`config.mk`:
```
export PLATFORM = sky130hd
export DESIGN_NAME = apb_pwm_bank
export DESIGN_NICKNAME = d
export VERILOG_FILES = /design/src/rtl/apb_pwm_bank_pkg.sv /design/src/rtl/apb_pwm_bank_channel.sv /design/src/rtl/apb_pwm_bank.sv
export SDC_FILE = /design/constraint.sdc
export NUM_CORES = 1
export LEC_CHECK = 0
export BUFFER_PORTS_ARGS = -buffer_cell sky130_fd_sc_hd__clkbuf_2
export CORE_MARGIN = 1
export CORE_UTILIZATION = 30
export DETAILED_ROUTE_END_ITERATION = 8
export GPL_TIMING_DRIVEN = 1
export PLACE_DENSITY = 0.43
export SYNTH_ARGS = -nofsm -noshare
export SYNTH_HDL_FRONTEND = slang
export SYNTH_SLANG_ARGS = --single-unit
```
`constraint.sdc`:
```
create_clock -name PCLK -period 20 [get_ports PCLK]
set_clock_uncertainty 0.05 [all_clocks]
set_input_delay 3 -clock PCLK [delete_from_list [all_inputs] [get_ports PCLK]]
set_output_delay 3 -clock PCLK [all_outputs]
set_load 0.01 [all_outputs]
```
`src/rtl/apb_pwm_bank_pkg.sv`:
```
// Shared register map, CTRL bit positions and APB address decode for the PWM bank.
package apb_pwm_bank_pkg;

  localparam int unsigned APB_AW = 8;
  localparam int unsigned APB_DW = 32;

  localparam logic [7:0] OFF_IRQ_STAT = 8'h00;
  localparam logic [7:0] OFF_GLB_EN   = 8'h04;
  localparam logic [7:0] CH_BASE      = 8'h10;
  localparam logic [7:0] CH_STRIDE    = 8'h10;

  localparam logic [3:0] OFF_PERIOD = 4'h0;
  localparam logic [3:0] OFF_DUTY   = 4'h4;
  localparam logic [3:0] OFF_CTRL   = 4'h8;
  localparam logic [3:0] OFF_CNT    = 4'hC;

  localparam int unsigned CTRL_EN     = 0;
  localparam int unsigned CTRL_INV    = 1;
  localparam int unsigned CTRL_IRQ_EN = 2;
  localparam int unsigned CTRL_W      = 3;

  typedef enum logic [2:0] {
    REG_NONE,
    REG_IRQ_STAT,
    REG_GLB_EN,
    REG_PERIOD,
    REG_DUTY,
    REG_CTRL,
    REG_CNT
  } reg_sel_e;

  typedef struct packed {
    reg_sel_e   sel;
    logic [2:0] ch;
    logic       err;
  } apb_dec_t;

  // Map a byte address to a register; err flags unmapped, missing channels and CNT writes.
  function automatic apb_dec_t apb_decode(input logic [7:0] addr, input logic write,
                                          input int unsigned num_ch);
    apb_dec_t   d;
    logic [7:0] slot;
    d.sel = REG_NONE;
    d.ch  = 3'd0;
    d.err = 1'b1;
    slot  = (addr - CH_BASE) / CH_STRIDE;
    if (addr == OFF_IRQ_STAT) begin
      d.sel = REG_IRQ_STAT;
      d.err = 1'b0;
    end else if (addr == OFF_GLB_EN) begin
      d.sel = REG_GLB_EN;
      d.err = 1'b0;
    end else if ((addr >= CH_BASE) && (32'(slot) < num_ch)) begin
      d.ch  = slot[2:0];
      d.err = 1'b0;
      case (addr[3:0])
        OFF_PERIOD: d.sel = REG_PERIOD;
        OFF_DUTY:   d.sel = REG_DUTY;
        OFF_CTRL:   d.sel = REG_CTRL;
        OFF_CNT: begin
          d.sel = REG_CNT;
          d.err = write;
        end
        default:    d.err = 1'b1;
      endcase
    end
    return d;
  endfunction

endpackage

```
`src/rtl/apb_pwm_bank_channel.sv`:
```
// One PWM channel: shadow and active period/duty, counter, comparator and output flop.
module apb_pwm_bank_channel
  import apb_pwm_bank_pkg::*;
#(
  parameter int unsigned CNT_W = 24
) (
  input  logic             PCLK,
  input  logic             PRESET,
  input  logic             active,
  input  logic             invert,
  input  logic             wr_period,
  input  logic             wr_duty,
  input  logic [CNT_W-1:0] wdata,
  output logic [CNT_W-1:0] period,
  output logic [CNT_W-1:0] duty,
  output logic [CNT_W-1:0] cnt,
  output logic             pwm,
  output logic             wrap_c
);

  logic [CNT_W-1:0] act_period;
  logic [CNT_W-1:0] act_duty;

  assign wrap_c = active && (cnt == act_period);

  // Software-visible shadow registers
  always_ff @(posedge PCLK or posedge PRESET) begin
    if (PRESET) begin
      period <= '0;
      duty   <= '0;
    end else begin
      if (wr_period) period <= wdata;
      if (wr_duty)   duty   <= wdata;
    end
  end

  // Counter; active values reload only at the wrap or while disabled, so pulses never glitch
  always_ff @(posedge PCLK or posedge PRESET) begin
    if (PRESET) begin
      cnt        <= '0;
      act_period <= '0;
      act_duty   <= '0;
    end else if (!active || wrap_c) begin
      cnt        <= '0;
      act_period <= period;
      act_duty   <= duty;
    end else begin
      cnt <= cnt + CNT_W'(1);
    end
  end

  // Registered output; idle level is the inverted-inactive level
  always_ff @(posedge PCLK or posedge PRESET) begin
    if (PRESET) pwm <= 1'b0;
    else        pwm <= active ? ((cnt < act_duty) ^ invert) : invert;
  end

endmodule

```
`src/rtl/apb_pwm_bank.sv`:
```
// APB3 bank of NUM_CH PWM channels with global enable and combined wrap interrupt.
module apb_pwm_bank
  import apb_pwm_bank_pkg::*;
#(
  parameter int unsigned NUM_CH = 4,
  parameter int unsigned CNT_W  = 24
) (
  input  logic              PCLK,
  input  logic              PRESET,
  input  logic              PSEL,
  input  logic              PENABLE,
  input  logic              PWRITE,
  input  logic [APB_AW-1:0] PADDR,
  input  logic [APB_DW-1:0] PWDATA,
  output logic [APB_DW-1:0] PRDATA,
  output logic              PREADY,
  output logic              PSLVERR,
  output logic [NUM_CH-1:0] PWM_OUT,
  output logic              IRQ
);

  apb_dec_t          dec;
  logic              wr_en;
  logic              rd_setup;
  logic              glb_en;
  logic [NUM_CH-1:0] irq_stat;
  logic [NUM_CH-1:0] irq_stat_nxt;
  logic [NUM_CH-1:0] irq_en_nxt;
  logic [NUM_CH-1:0] w1c;
  logic [NUM_CH-1:0] wrap_c;
  logic [NUM_CH-1:0] wr_period_c;
  logic [NUM_CH-1:0] wr_duty_c;
  logic [APB_DW-1:0] rdata_c;
  logic [CTRL_W-1:0] ctrl     [NUM_CH];
  logic [CTRL_W-1:0] ctrl_nxt [NUM_CH];
  logic [CNT_W-1:0]  sh_period[NUM_CH];
  logic [CNT_W-1:0]  sh_duty  [NUM_CH];
  logic [CNT_W-1:0]  cnt      [NUM_CH];
  logic              unused_pwdata;

  assign dec           = apb_decode(PADDR, PWRITE, NUM_CH);
  assign wr_en         = PSEL && PENABLE && PWRITE && !dec.err;
  assign rd_setup      = PSEL && !PENABLE && !PWRITE;
  assign PREADY        = 1'b1;
  assign unused_pwdata = ^PWDATA;

  // Write strobes, next CTRL/IRQ state and read mux
  always_comb begin
    rdata_c     = '0;
    wr_period_c = '0;
    wr_duty_c   = '0;
    irq_en_nxt  = '0;
    for (int n = 0; n < NUM_CH; n++) begin
      ctrl_nxt[n] = ctrl[n];
      if (dec.ch == 3'(n)) begin
        if (wr_en) begin
          case (dec.sel)
            REG_PERIOD: wr_period_c[n] = 1'b1;
            REG_DUTY:   wr_duty_c[n]   = 1'b1;
            REG_CTRL:   ctrl_nxt[n]    = PWDATA[CTRL_W-1:0];
            default:    ;
          endcase
        end
        case (dec.sel)
          REG_PERIOD: rdata_c = 32'(sh_period[n]);
          REG_DUTY:   rdata_c = 32'(sh_duty[n]);
          REG_CTRL:   rdata_c = 32'(ctrl[n]);
          REG_CNT:    rdata_c = 32'(cnt[n]);
          default:    ;
        endcase
      end
      irq_en_nxt[n] = ctrl_nxt[n][CTRL_IRQ_EN];
    end
    case (dec.sel)
      REG_IRQ_STAT: rdata_c = 32'(irq_stat);
      REG_GLB_EN:   rdata_c = 32'(glb_en);
      default:      ;
    endcase
    w1c          = (wr_en && (dec.sel == REG_IRQ_STAT)) ? PWDATA[NUM_CH-1:0] : '0;
    irq_stat_nxt = (irq_stat & ~w1c) | wrap_c;
  end

  // Control, status and interrupt registers; a wrap set beats a same-cycle W1C
  always_ff @(posedge PCLK or posedge PRESET) begin
    if (PRESET) begin
      glb_en   <= 1'b0;
      irq_stat <= '0;
      IRQ      <= 1'b0;
      for (int n = 0; n < NUM_CH; n++) ctrl[n] <= '0;
    end else begin
      if (wr_en && (dec.sel == REG_GLB_EN)) glb_en <= PWDATA[0];
      irq_stat <= irq_stat_nxt;
      IRQ      <= |(irq_stat_nxt & irq_en_nxt);
      for (int n = 0; n < NUM_CH; n++) ctrl[n] <= ctrl_nxt[n];
    end
  end

  // Read data captured in setup, error flag raised for the access phase only
  always_ff @(posedge PCLK or posedge PRESET) begin
    if (PRESET) begin
      PRDATA  <= '0;
      PSLVERR <= 1'b0;
    end else begin
      if (rd_setup) PRDATA <= dec.err ? '0 : rdata_c;
      PSLVERR <= PSEL && !PENABLE && dec.err;
    end
  end

  // Channel instances
  for (genvar n = 0; n < NUM_CH; n++) begin : g_ch
    apb_pwm_bank_channel #(.CNT_W(CNT_W)) u_ch (
      .PCLK      (PCLK),
      .PRESET    (PRESET),
      .active    (ctrl[n][CTRL_EN] & glb_en),
      .invert    (ctrl[n][CTRL_INV]),
      .wr_period (wr_period_c[n]),
      .wr_duty   (wr_duty_c[n]),
      .wdata     (PWDATA[CNT_W-1:0]),
      .period    (sh_period[n]),
      .duty      (sh_duty[n]),
      .cnt       (cnt[n]),
      .pwm       (PWM_OUT[n]),
      .wrap_c    (wrap_c[n])
    );
  end

endmodule

```
==> results.sh <==
export IMPL_yosysMostFrequentCell="dfrtp_1"
export IMPL_final_hold_viol_count=0
export IMPL_worstMarginPinSlew_ns=1.367
export IMPL_grt_pass1_wl_mm=132.7
export IMPL_leakagePower_nw=13.87
export IMPL_setup_viol=0
export IMPL_cp_start_kind="input pin"
export IMPL_initial_core_util=0.3025
export IMPL_seq_power_share=0.461
export IMPL_finalWeightedCongestion=0.8420
export IMPL_cts_buffer_depth=3
export IMPL_first_global_vias=18480
export IMPL_clock_sinks=527
export IMPL_fp_dieArea_um2=88520
export IMPL_numPortBuffers=66
export IMPL_drtIter0Drc=1530
export IMPL_finalSetupTns_ns=0
export IMPL_wl_per_cell_um=25.61
export IMPL_hold_path_class="reg -> reg"
export IMPL_vias=18280
export IMPL_crit_family="simple AND/OR/NAND/NOR gates"
export IMPL_min_period_ns=7.055
export IMPL_grt_total_usage=0.2026
export IMPL_timing_setup_critical_path_class="in -> reg"
export IMPL_postSynthCellCount=2238
export IMPL_path_max_fanout=52
export IMPL_ios=84
export IMPL_rsz0062_at_grt="false"
export IMPL_postCtsSetupRepairBufs=0
export IMPL_outcome="complete, no violations"
export IMPL_cts_hold_buffers_added=0
export IMPL_grt_max_degree=119
export IMPL_regArea_um2=13190
export IMPL_grt_antenna_before_repair=9
export IMPL_path_clk_slew_ns=0.06
export IMPL_yosys_top_cells_count="dfrtp_1 (527), mux2_2 (387), nand2_1 (141)"
export IMPL_cts_tree="yes"
export IMPL_drive_gt1_frac=0.2702
export IMPL_p_clk_frac=0.505
export IMPL_multiInputGateArea_um2=12100
export IMPL_cts_resized=0
export IMPL_pwr_share_comb=0.035
export IMPL_synth_area_per_cell_um2=11.71
export IMPL_grt_overflow_total=0
export IMPL_die_h_um=297.5
export IMPL_p_int_w=0.001787
export IMPL_cts_buffers=61
export IMPL_viasPerCell=5.221
export IMPL_maxCapViolCount=0
export IMPL_coreArea_um2=86620
export IMPL_ys_seq_elements=527
export IMPL_yosysTopAreaCell="dfrtp_1"
export IMPL_critPathMostFrequentCell="buf_4"
export IMPL_synth_edf_count=0
export IMPL_fillers=8554
export IMPL_syn_area_um2=26200
export IMPL_nNetsFinal=2437
export IMPL_cp_required_ns=20.46
export IMPL_drt_pass1_iterations=6
export IMPL_critical_path_buf_inv_count=4
export IMPL_stdcell_count=3501
export IMPL_dpl_hpwl_mm=61.77
export IMPL_routed_wl_mm=89.65
export IMPL_drc_errors=0
export IMPL_synth_top_cells_by_area="dfrtp_1 (50%), mux2_2 (17%), ha_1 (4.7%)"
export IMPL_yosysSeqAreaShare=0.5033
export IMPL_clkLatencyLatePin_ns=0.65
export IMPL_synth_top_cell_area_share=0.5033
export IMPL_ant_nets=0
export IMPL_cp_slowest_cell="nor4b_4"
export IMPL_die_w_um=297.5
export IMPL_dp_cells=3386
export IMPL_yosysUniqueCellTypes=68
export IMPL_root_buffer="clkbuf_16"
export IMPL_async_reset_ff_frac=1.000
export IMPL_row_count=108
export IMPL_ys_flop_type="dfrtp_1"
export IMPL_yosys_warnings=0
export IMPL_peakVddDrop_mv=0.06690
export IMPL_h_tree_depth=2
export IMPL_netSwitchingPower_w=0.0005415
export IMPL_cp_data_arrival_time_ns=7.52
export IMPL_relSlewSlack=0.08869
export IMPL_syn_to_final_growth_pct=14.36
export IMPL_cpPeakStageDelay_ns=0.90
export IMPL_clock_fmax_ghz=0.1417
export IMPL_crit_chain="clkbuf_2, inv_1, ha_1, nor2_1, a31oi_4, nor4b_4, buf_4, nand2_1, nor2_2, buf_4, mux2_2"
export IMPL_power_density_nw_per_um2=77.70
export IMPL_period_share=0.3527
export IMPL_slew_viol_final=0
export IMPL_worstSetupEndpointType="register"
export IMPL_p_sw_frac=0.2326
-- registers in the layout, indices dropped and copies added (netlist names) --
signal and flops:
IRQ 1, glb_en 1, PSLVERR 1, g_ch.u_ch.duty 96, g_ch.u_ch.act_duty 96, g_ch.u_ch.act_period 96
g_ch.u_ch.period 96, ctrl 12, g_ch.u_ch.cnt 96, PRDATA 24, g_ch.u_ch.pwm 4, irq_stat 4
-- power by group through the flow --
stage | clock, W | combinational, W | sequential [W]
2_1_floorplan | 0 | 0.0000396 | 0.00109
3_3_place_gp | 0 | 0.0000827 | 0.00109
3_5_place_dp | 0 | 0.0000833 | 0.00109
4_1_cts | 0.00120 | 0.0000836 | 0.00107
5_1_grt | 0.00124 | 0.0000886 | 0.00107
6_report | 0.00117 | 0.0000812 | 0.00107
-- cells by family (layout without fill, tap and decap cells) --
family	count (synthesis)	count (layout)	synth area share
compound gates	303	303	0.08539
xor+xnor	188	188	0.06285
fa+ha+maj	98	98	0.04680
buf+inv	234	332	0.03911
flops	527	527	0.5033
mux	394	394	0.1693
other cells	2	12	0.0002866
simple gates	492	492	0.09293
-- worst paths after layout --
| path | from | to | slack [ns] | depth (start not counted) |
|---|---|---|---|---|
| setup reg to reg | g_ch[1].u_ch.cnt[1]$_DFF_PP0_ | g_ch[1].u_ch.pwm$_DFF_PP0_ | 16.34 | 8 |
| setup / recovery | PADDR[4] | g_ch[2].u_ch.duty[5]$_DFFE_PP0P_ | 12.95 | 11 |
| min in group asynchronous | PRESET | g_ch[2].u_ch.period[6]$_DFFE_PP0P_ | 2.49 | 2 |
| hold reg to reg | g_ch[1].u_ch.act_period[4]$_DFFE_PP0N_ | g_ch[1].u_ch.act_period[4]$_DFFE_PP0N_ | 0.45 | 2 |
| max in group asynchronous | PRESET | g_ch[3].u_ch.act_duty[11]$_DFFE_PP0N_ | 14.77 | 4 |
| hold / removal | g_ch[1].u_ch.act_period[4]$_DFFE_PP0N_ | g_ch[1].u_ch.act_period[4]$_DFFE_PP0N_ | 0.45 | 2 |
-- routing by layer --
metal | global-route usage | share of wire
met1 | 0.2917 | 0.48
met2 | 0.3188 | 0.45
met3 | 0.03330 | 0.050
met4 | 0.04087 | 0.019
met5 | 0 | 0.00045
-- through the flow --
| stage | setup WS, ns | util | area, um^2 | hold slack (ns) | total power (W) |
|---|---|---|---|---|---|
| finish | 12.95 | 0.3459 | 29960 | 0.4504 | 0.002328 |
| global route | 12.79 | 0.3458 | 29960 | 0.4648 | 0.002403 |
| CTS | 12.96 | 0.3458 | 29960 | 0.4562 | 0.002359 |
| detailed placement | 12.30 | 0.3214 | 27840 | 0.4362 | 0.001175 |
| global placement | 12.31 | 0.3214 | 27840 | 0.4350 | 0.001174 |
| floorplan | 2.225 | - | 26230 | 0.4014 | 0.001131 |
-- cell usage in the layout, fill, tap and decap left out, drive strengths merged, types with 20 or more instances in the layout --
master  netlist  final
nor2         89     89
nand3        31     31
o211ai       37     37
nand2       141    141
a222oi       46     46
o21ai        44     44
nand4        44     44
xnor2        69     69
and3         21     21
buf          64     50
a221oi       25     25
mux2        393    393
inv         104    105
nor3        107    107
a22oi        22     22
xor2        119    119
a21o         24     24
ha           98     98
nor4         20     20
clkbuf       66    162
a21oi        58     58
dfrtp       527    527
-- layout make-up --
type,instances,share of cell area
Antenna cell,3,0.0002506
Clock buffer,96,0.06268
Clock inverter,16,0.007892
Inverter,104,0.01328
Multi-Input combinational cell,1484,0.4040
Sequential cell,527,0.4401
Tap cell,1155,0.04823
Timing Repair Buffer,116,0.02355
-- worst register-to-register path: stages (launching register included) --
cell and delay (ns):
dfrtp_1 0.52, ha_1 0.36, a21o_1 0.15, a21oi_1 0.14, o21ai_0 0.25, a2111oi_0 0.72, o221ai_1 0.36, a2111oi_0 0.76
xor2_1 0.18
Power figures use the tool's default switching activity.
